<file path="src/rtl/alu_pkg.sv">
// Shared types and helpers for the ALU result stage: opcode classes,
// the stored result record and the zero/negative flag helper.
package alu_pkg;

    localparam int ALU_WIDTH = 32;
    localparam int ALU_OP_W  = 4;

    // Opcode class lives in alu_op[3:2]; the remaining two encodings are illegal.
    localparam logic [1:0] CLS_LOGIC = 2'b00;
    localparam logic [1:0] CLS_ARITH = 2'b01;

    // One completed result together with everything the consumer needs.
    typedef struct packed {
        logic [ALU_WIDTH-1:0] result;
        logic [ALU_OP_W-1:0]  op;
        logic                 zero;
        logic                 neg;
        logic                 carry;
        logic                 ovf;
        logic                 err;
    } alu_res_t;

    typedef struct packed {
        logic zero;
        logic neg;
    } res_flags_t;

    // Zero and negative depend only on the selected result value.
    function automatic res_flags_t calcFlags(input logic [ALU_WIDTH-1:0] result);
        res_flags_t flags;
        flags.zero = (result == '0);
        flags.neg  = result[ALU_WIDTH-1];
        return flags;
    endfunction

endpackage

</file>
<file path="src/rtl/alu_skid_buf.sv">
// Generic 2-entry valid/ready skid buffer. The main entry drives the
// output; the skid entry catches the one transaction that can arrive while
// the main entry is stalled. inReady is a plain register (~skidValid), so
// there is no combinational path from outReady back to inReady.
module alu_skid_buf #(
    parameter int PAYLOAD_W = 8
) (
    input  logic                 clk,
    input  logic                 rst_n,
    input  logic                 inValid,
    output logic                 inReady,
    input  logic [PAYLOAD_W-1:0] inData,
    output logic                 outValid,
    input  logic                 outReady,
    output logic [PAYLOAD_W-1:0] outData
);

    logic                 mainValid;
    logic                 skidValid;
    logic [PAYLOAD_W-1:0] mainData;
    logic [PAYLOAD_W-1:0] skidData;

    logic inFire;
    logic outFire;
    logic mainFree;
    logic loadSkid;

    assign inFire   = inValid && !skidValid;
    assign outFire  = mainValid && outReady;
    // Main can take a new entry this cycle if it is empty or being popped.
    assign mainFree = !mainValid || outFire;
    // The input lands in skid whenever main cannot take it directly: main is
    // stalled, or main is being refilled from skid in the same cycle.
    assign loadSkid = inFire && (!mainFree || skidValid);

    assign inReady  = !skidValid;
    assign outValid = mainValid;
    assign outData  = mainData;

    // Occupancy and main-entry payload; skid drains into main ahead of new input.
    always_ff @(posedge clk) begin
        // NOTE: clocked state uses non-blocking (<=) so every register sees pre-edge values.
        if (!rst_n) begin
            mainValid <= 1'b0;
            skidValid <= 1'b0;
            mainData  <= '0;
        end else begin
            if (mainFree) begin
                if (skidValid) begin
                    mainValid <= 1'b1;
                    mainData  <= skidData;
                    skidValid <= inFire;
                end else if (inFire) begin
                    mainValid <= 1'b1;
                    mainData  <= inData;
                end else begin
                    mainValid <= 1'b0;
                end
            end else if (inFire) begin
                skidValid <= 1'b1;
            end
        end
    end

    // Skid payload capture.
    always_ff @(posedge clk) begin
        // NOTE: skid payload is deliberately not reset; skidValid alone qualifies it.
        if (loadSkid) begin
            skidData <= inData;
        end
    end

endmodule

</file>
<file path="src/rtl/alu_result_stage.sv">
// Registered result stage behind the logic and add/sub units. Selects the
// result for the issued opcode class, derives status flags from that
// selected value, and hands the record to the consumer through a 2-entry
// skid buffer. result_count tallies output handshakes and wraps silently.
// WIDTH and OP_W must match the record layout fixed in alu_pkg.
module alu_result_stage
    import alu_pkg::*;
#(
    parameter int WIDTH = ALU_WIDTH,
    parameter int OP_W  = ALU_OP_W,
    parameter int CNT_W = 16
) (
    input  logic             clk,
    input  logic             rst_n,
    input  logic             in_valid,
    output logic             in_ready,
    input  logic [OP_W-1:0]  alu_op,
    input  logic [WIDTH-1:0] logic_res,
    input  logic [WIDTH-1:0] arith_res,
    input  logic             arith_cout,
    input  logic             arith_ovf,
    output logic             out_valid,
    input  logic             out_ready,
    output logic [WIDTH-1:0] out_result,
    output logic [OP_W-1:0]  out_op,
    output logic             out_zero,
    output logic             out_neg,
    output logic             out_carry,
    output logic             out_ovf,
    output logic             out_err,
    output logic [CNT_W-1:0] result_count
);

    alu_res_t   issued;
    alu_res_t   presented;
    res_flags_t flags;

    // Class select and flag generation for the incoming opcode.
    always_comb begin
        // NOTE: defaults first so every path assigns every field and no latch is inferred.
        issued     = '0;
        issued.op  = alu_op;
        case (alu_op[3:2])
            CLS_LOGIC: begin
                issued.result = logic_res;
            end
            CLS_ARITH: begin
                issued.result = arith_res;
                issued.carry  = arith_cout;
                issued.ovf    = arith_ovf;
            end
            default: begin
                issued.err = 1'b1;
            end
        endcase
        // Flags come from the selected value, so an illegal op reads zero=1, neg=0.
        flags       = calcFlags(issued.result);
        issued.zero = flags.zero;
        issued.neg  = flags.neg;
    end

    alu_skid_buf #(
        .PAYLOAD_W($bits(alu_res_t))
    ) u_skid (
        .clk     (clk),
        .rst_n   (rst_n),
        .inValid (in_valid),
        .inReady (in_ready),
        .inData  (issued),
        .outValid(out_valid),
        .outReady(out_ready),
        .outData (presented)
    );

    assign out_result = presented.result;
    assign out_op     = presented.op;
    assign out_zero   = presented.zero;
    assign out_neg    = presented.neg;
    assign out_carry  = presented.carry;
    assign out_ovf    = presented.ovf;
    assign out_err    = presented.err;

    // Completed-result counter: one step per output handshake, wraps to 0.
    always_ff @(posedge clk) begin
        if (!rst_n) begin
            result_count <= '0;
        end else if (out_valid && out_ready) begin
            result_count <= result_count + 1'b1;
        end
    end

endmodule

</file>
<file path="config.mk">
export PLATFORM = sky130hd
export DESIGN_NAME = alu_result_stage
export DESIGN_NICKNAME = d
export VERILOG_FILES = /design/src/rtl/alu_pkg.sv /design/src/rtl/alu_skid_buf.sv /design/src/rtl/alu_result_stage.sv
export SDC_FILE = /design/constraint.sdc
export NUM_CORES = 1
export LEC_CHECK = 0
export CORE_MARGIN = 2
export CORE_UTILIZATION = 35
export CTS_CLUSTER_SIZE = 28
export DETAILED_ROUTE_END_ITERATION = 8
export PLACE_DENSITY = 0.69
export SYNTH_ARGS = -nofsm -noshare
export SYNTH_HDL_FRONTEND = slang
export SYNTH_SLANG_ARGS = --single-unit
</file>
<file path="constraint.sdc">
create_clock -name clk -period 9.2 [get_ports clk]
set_clock_uncertainty 0.1 [all_clocks]
set_input_delay 0.92 -clock clk [delete_from_list [all_inputs] [get_ports clk]]
set_output_delay 0.92 -clock clk [all_outputs]
set_load 0.005 [all_outputs]
</file>
==> results_tabular.tex <==
\begin{tabular}{lr}
\hline
Metric & Value \\
\hline
\multicolumn{2}{l}{\textbf{Clocking}} \\
\quad Number of buffers added by the clock tree synthesis step & 9 \\
\quad Hold bufs inserted after CTS & 0 \\
\quad Cell at the root of the clock tree & clkbuf\_16 \\
\quad Reg clk slew, reported paths & 70 ps \\
\quad Maximum buffer depth of the clock tree & 2 \\
\quad Clock network latency to the later pin of the worst-skew pair & 340 ps \\
\quad Number of clock sinks & 98 \\
\quad CTS tree & built \\
\quad Post-CTS setup buffer count & 0 \\
\quad Post-cts sizing count & 0 \\
\quad H-Tree Depth & 3 \\
\multicolumn{2}{l}{\textbf{Critical path}} \\
\quad Slowest-stage cell, CP & o21a\_2 \\
\quad Data required time at the worst endpoint & 9330 ps \\
\quad Sequence of cells on the critical path & clkdlybuf4s50\_1 > nand2b\_1 > o21a\_2 > buf\_4 > o311ai\_0 > o211a\_1 \\
\quad CP peak stage delay & 660 ps \\
\quad Worst path top cell family by delay & compound AO/OA/AOI/OAI gates \\
\quad Kind of end point of the critical path & flip-flop \\
\quad Crit Path Max Fanout & 44 \\
\quad Number of buffer and inverter instances along the worst setup path & 2 \\
\quad Arr. time, crit path & 3270 ps \\
\quad Critical path class & in2reg \\
\quad Critical Path Source Type & primary input \\
\multicolumn{2}{l}{\textbf{Power and ir drop}} \\
\quad Overall power after layout & 1.03 mW \\
\quad Maximum ir drop on the vdd rail & 0.0856 mV \\
\quad Leakage power figure & 2.57 nW \\
\quad Power density of the placed cells & 165 nW/um2 \\
\multicolumn{2}{l}{\textbf{Cells and area}} \\
\quad Final standard cell utilization of the core & 0.496 \\
\quad Count of fill cells added during filler insertion & 1155 \\
\quad Layout cell share with drive strength beyond 1 & 0.0545 \\
\quad P\&R area growth vs syn & 37.8\% \\
\quad Total Nets Final & 602 \\
\quad Count of placed standard cells in the final layout, fillers left out & 704 \\
\quad Final Cell Area & 6260 um2 \\
\quad Antenna diode count & 0 \\
\multicolumn{2}{l}{\textbf{Place}} \\
\quad Total of buffers placed on input and output ports & 132 \\
\quad DP Worst Slack & 5700 ps \\
\quad Total half-perimeter wirelength after legalization and detailed placement & 8290 um \\
\quad Final weighted congestion of routability-driven global placement & 0.838 \\
\quad Inst Count DP & 688 \\
\quad Placement-stage cell area & 5930 um2 \\
\multicolumn{2}{l}{\textbf{Floorplanning}} \\
\quad Floorplan die width & 118 um \\
\quad Initial core utilization & 0.360 \\
\quad I/O pin count & 133 \\
\quad Core area & 12600 um2 \\
\quad Vertical die dimension & 118 um \\
\quad Floorplan row count & 41 \\
\quad Overall die area & 13900 um2 \\
\multicolumn{2}{l}{\textbf{STA}} \\
\quad Post-layout minimum cycle time & 3140 ps \\
\quad Transition time of the tightest slew-check pin & 1060 ps \\
\quad Relative max-transition margin & 0.293 \\
\quad Max-slew violation total from the final report & 0 \\
\quad Worst slack on hold paths & 405 ps \\
\quad Number of failing setup endpoints in the final timing report & 0 \\
\quad Share of the cycle needed by the critical path after routing & 0.341 \\
\quad Final hold violation count & 0 \\
\quad F\_max & 318 MHz \\
\quad Setup repair after global routing missed its margin & no \\
\quad Setup\_tns & 0 ps \\
\quad Setup WS post-layout & 6060 ps \\
\multicolumn{2}{l}{\textbf{Global route}} \\
\quad Overflow left after global routing & 0 \\
\quad Maximum number of pins on one net before global-route repair & 77 \\
\quad Antenna violations before repair & 0 \\
\quad Vias in the first global route & 3494 \\
\quad GRT Resource Usage Total & 0.167 \\
\quad Global-route wire length before repair & 18500 um \\
\multicolumn{2}{l}{\textbf{Synth}} \\
\quad Total of flip-flops plus latches after synthesis & 98 \\
\quad Synthesized Nets & 492 \\
\quad Avg Inst Size Synth & 10.9 um2 \\
\quad Count of distinct cell types in the synthesized netlist & 42 \\
\quad Synthesized instance count & 417 \\
\quad Cell area after synthesis & 4540 um2 \\
\quad Synth warn & 0 \\
\quad Share of the yosys chip area belonging to registers & 0.520 \\
\multicolumn{2}{l}{\textbf{Drt}} \\
\quad Average wire per cell in the routed design & 16.6 um \\
\quad Detail Route Antenna Nets & 0 \\
\quad Detailed-route DRC error count & 0 \\
\quad Sum of routed wire length over all layers & 11700 um \\
\quad Number of DRC markers in iteration 0 & 271 \\
\quad Average vias per placed instance & 5.13 \\
\quad Routed vias & 3614 \\
\quad Number of detailed-routing iterations run before antenna repair & 4 \\
\multicolumn{2}{l}{\textbf{Worst hold path}} \\
\quad Min-delay worst type & reg2reg \\
\multicolumn{2}{l}{\textbf{Run}} \\
\quad Max-capacitance violation count & 0 \\
\multicolumn{2}{l}{\textbf{Status}} \\
\quad Result of the run & complete, no violations \\
\hline
\end{tabular}
==> worst paths after layout <==
check	from	endpoint	slack, ps	cells past startpoint
worst min-delay path	u_skid.outData[7]$_SDFFE_PN0P_	u_skid.outData[7]$_SDFFE_PN0P_	410	1
worst max register to register	u_skid.skidValid$_SDFFE_PN0P_	u_skid.outData[37]$_SDFFE_PN0P_	6490	5
worst min register to register	u_skid.outData[7]$_SDFFE_PN0P_	u_skid.outData[7]$_SDFFE_PN0P_	410	1
worst max-delay path	out_ready	u_skid.outData[37]$_SDFFE_PN0P_	6060	6
==> area by class of cell <==
| cell class | instances | area, um2 | area share |
|---|---|---|---|
| flip-flops and latches | 98 | 2360 | 0.378 |
| multi-input cells | 279 | 2000 | 0.320 |
| repair buffers | 136 | 1340 | 0.214 |
| clock buffers | 10 | 229 | 0.0366 |
| well taps | 172 | 215 | 0.0344 |
| clock inverters | 6 | 98.8 | 0.0158 |
| inverters | 3 | 11.3 | 0.00180 |
==> kinds of logic after synthesis <==
| kind of cell | after synthesis | synth area share |
|---|---|---|
| fa+ha+maj | 1 | 0.00275 |
| compound gates | 81 | 0.162 |
| mux | 37 | 0.0815 |
| flops | 98 | 0.520 |
| simple gates | 145 | 0.165 |
| buf+inv | 40 | 0.0402 |
| xor+xnor | 15 | 0.0289 |
==> registers in the layout (all words and copies together) (netlist names) <==
name / cells
u_skid.outData: 40
result_count: 16
u_skid.skidValid: 1
u_skid.outValid: 1
u_skid.skidData: 40
==> cells in the final DEF, fill, tap and decap left out, drive strengths merged, types with 2 or more instances in the layout <==
cell / count
nand2b: 2
nor2: 38
clkbuf: 10
xnor2: 12
a21oi: 2
nor3b: 3
bufinv: 2
nand2: 47
edfxtp: 40
o211a: 39
nand3: 9
or4: 2
and2: 16
xor2: 3
buf: 7
inv: 5
nand4: 6
mux2i: 37
dfxtp: 58
a21boi: 2
o311ai: 32
and3b: 2
o22ai: 2
clkdlybuf4s50: 129
nor4: 12
==> per-layer routing <==
| layer | part of all wire | track usage | up-vias |
|---|---|---|---|
| met5 | 0 | 0 | - |
| met2 | 0.46 | 0.270 | 142 |
| met4 | 0.015 | 0.0399 | 0 |
| met1 | 0.45 | 0.217 | 1678 |
| li1 | - | - | 1782 |
| met3 | 0.071 | 0.0533 | 12 |
==> report_power, final <==
group          internal [mW]  switching (mW)  leakage (nW)
sequential             0.472          0.0111         0.844
clock                  0.243           0.165         0.157
combinational         0.0794          0.0626          1.57
total                  0.794           0.239          2.57
==> synth_stat cells, drive strengths merged <==
| cell type | count | area [um2] |
|---|---|---|
| and2 | 16 | 100 |
| edfxtp | 40 | 1200 |
| or4b | 1 | 10.0 |
| o22ai | 2 | 12.5 |
| nor4b | 1 | 23.8 |
| nand4 | 6 | 52.6 |
| o21ai | 1 | 5.00 |
| inv | 3 | 11.3 |
| a21oi | 2 | 10.0 |
| clkbuf | 21 | 78.8 |
| mux2i | 37 | 370 |
| nand3 | 9 | 45.0 |
| nand3b | 1 | 7.51 |
| xor2 | 3 | 26.3 |
| nand2 | 47 | 176 |
| nor3b | 3 | 22.5 |
| o21a | 1 | 7.51 |
| nor2b | 1 | 6.26 |
| buf | 16 | 92.6 |
| a21boi | 2 | 15.0 |
| dfxtp | 58 | 1160 |
| or4 | 2 | 15.0 |
| ha | 1 | 12.5 |
| o211ai | 1 | 7.51 |
| nand2b | 2 | 12.5 |
| or2 | 1 | 6.26 |
| o211a | 39 | 390 |
| nor2 | 38 | 143 |
| and3 | 1 | 6.26 |
| and3b | 2 | 17.5 |
| xnor2 | 12 | 105 |
| nor3 | 1 | 5.00 |
| nor4 | 12 | 90.1 |
| o311ai | 32 | 280 |
| and4 | 1 | 8.76 |
| a31oi | 1 | 6.26 |
(Power assumes the default switching activity.)
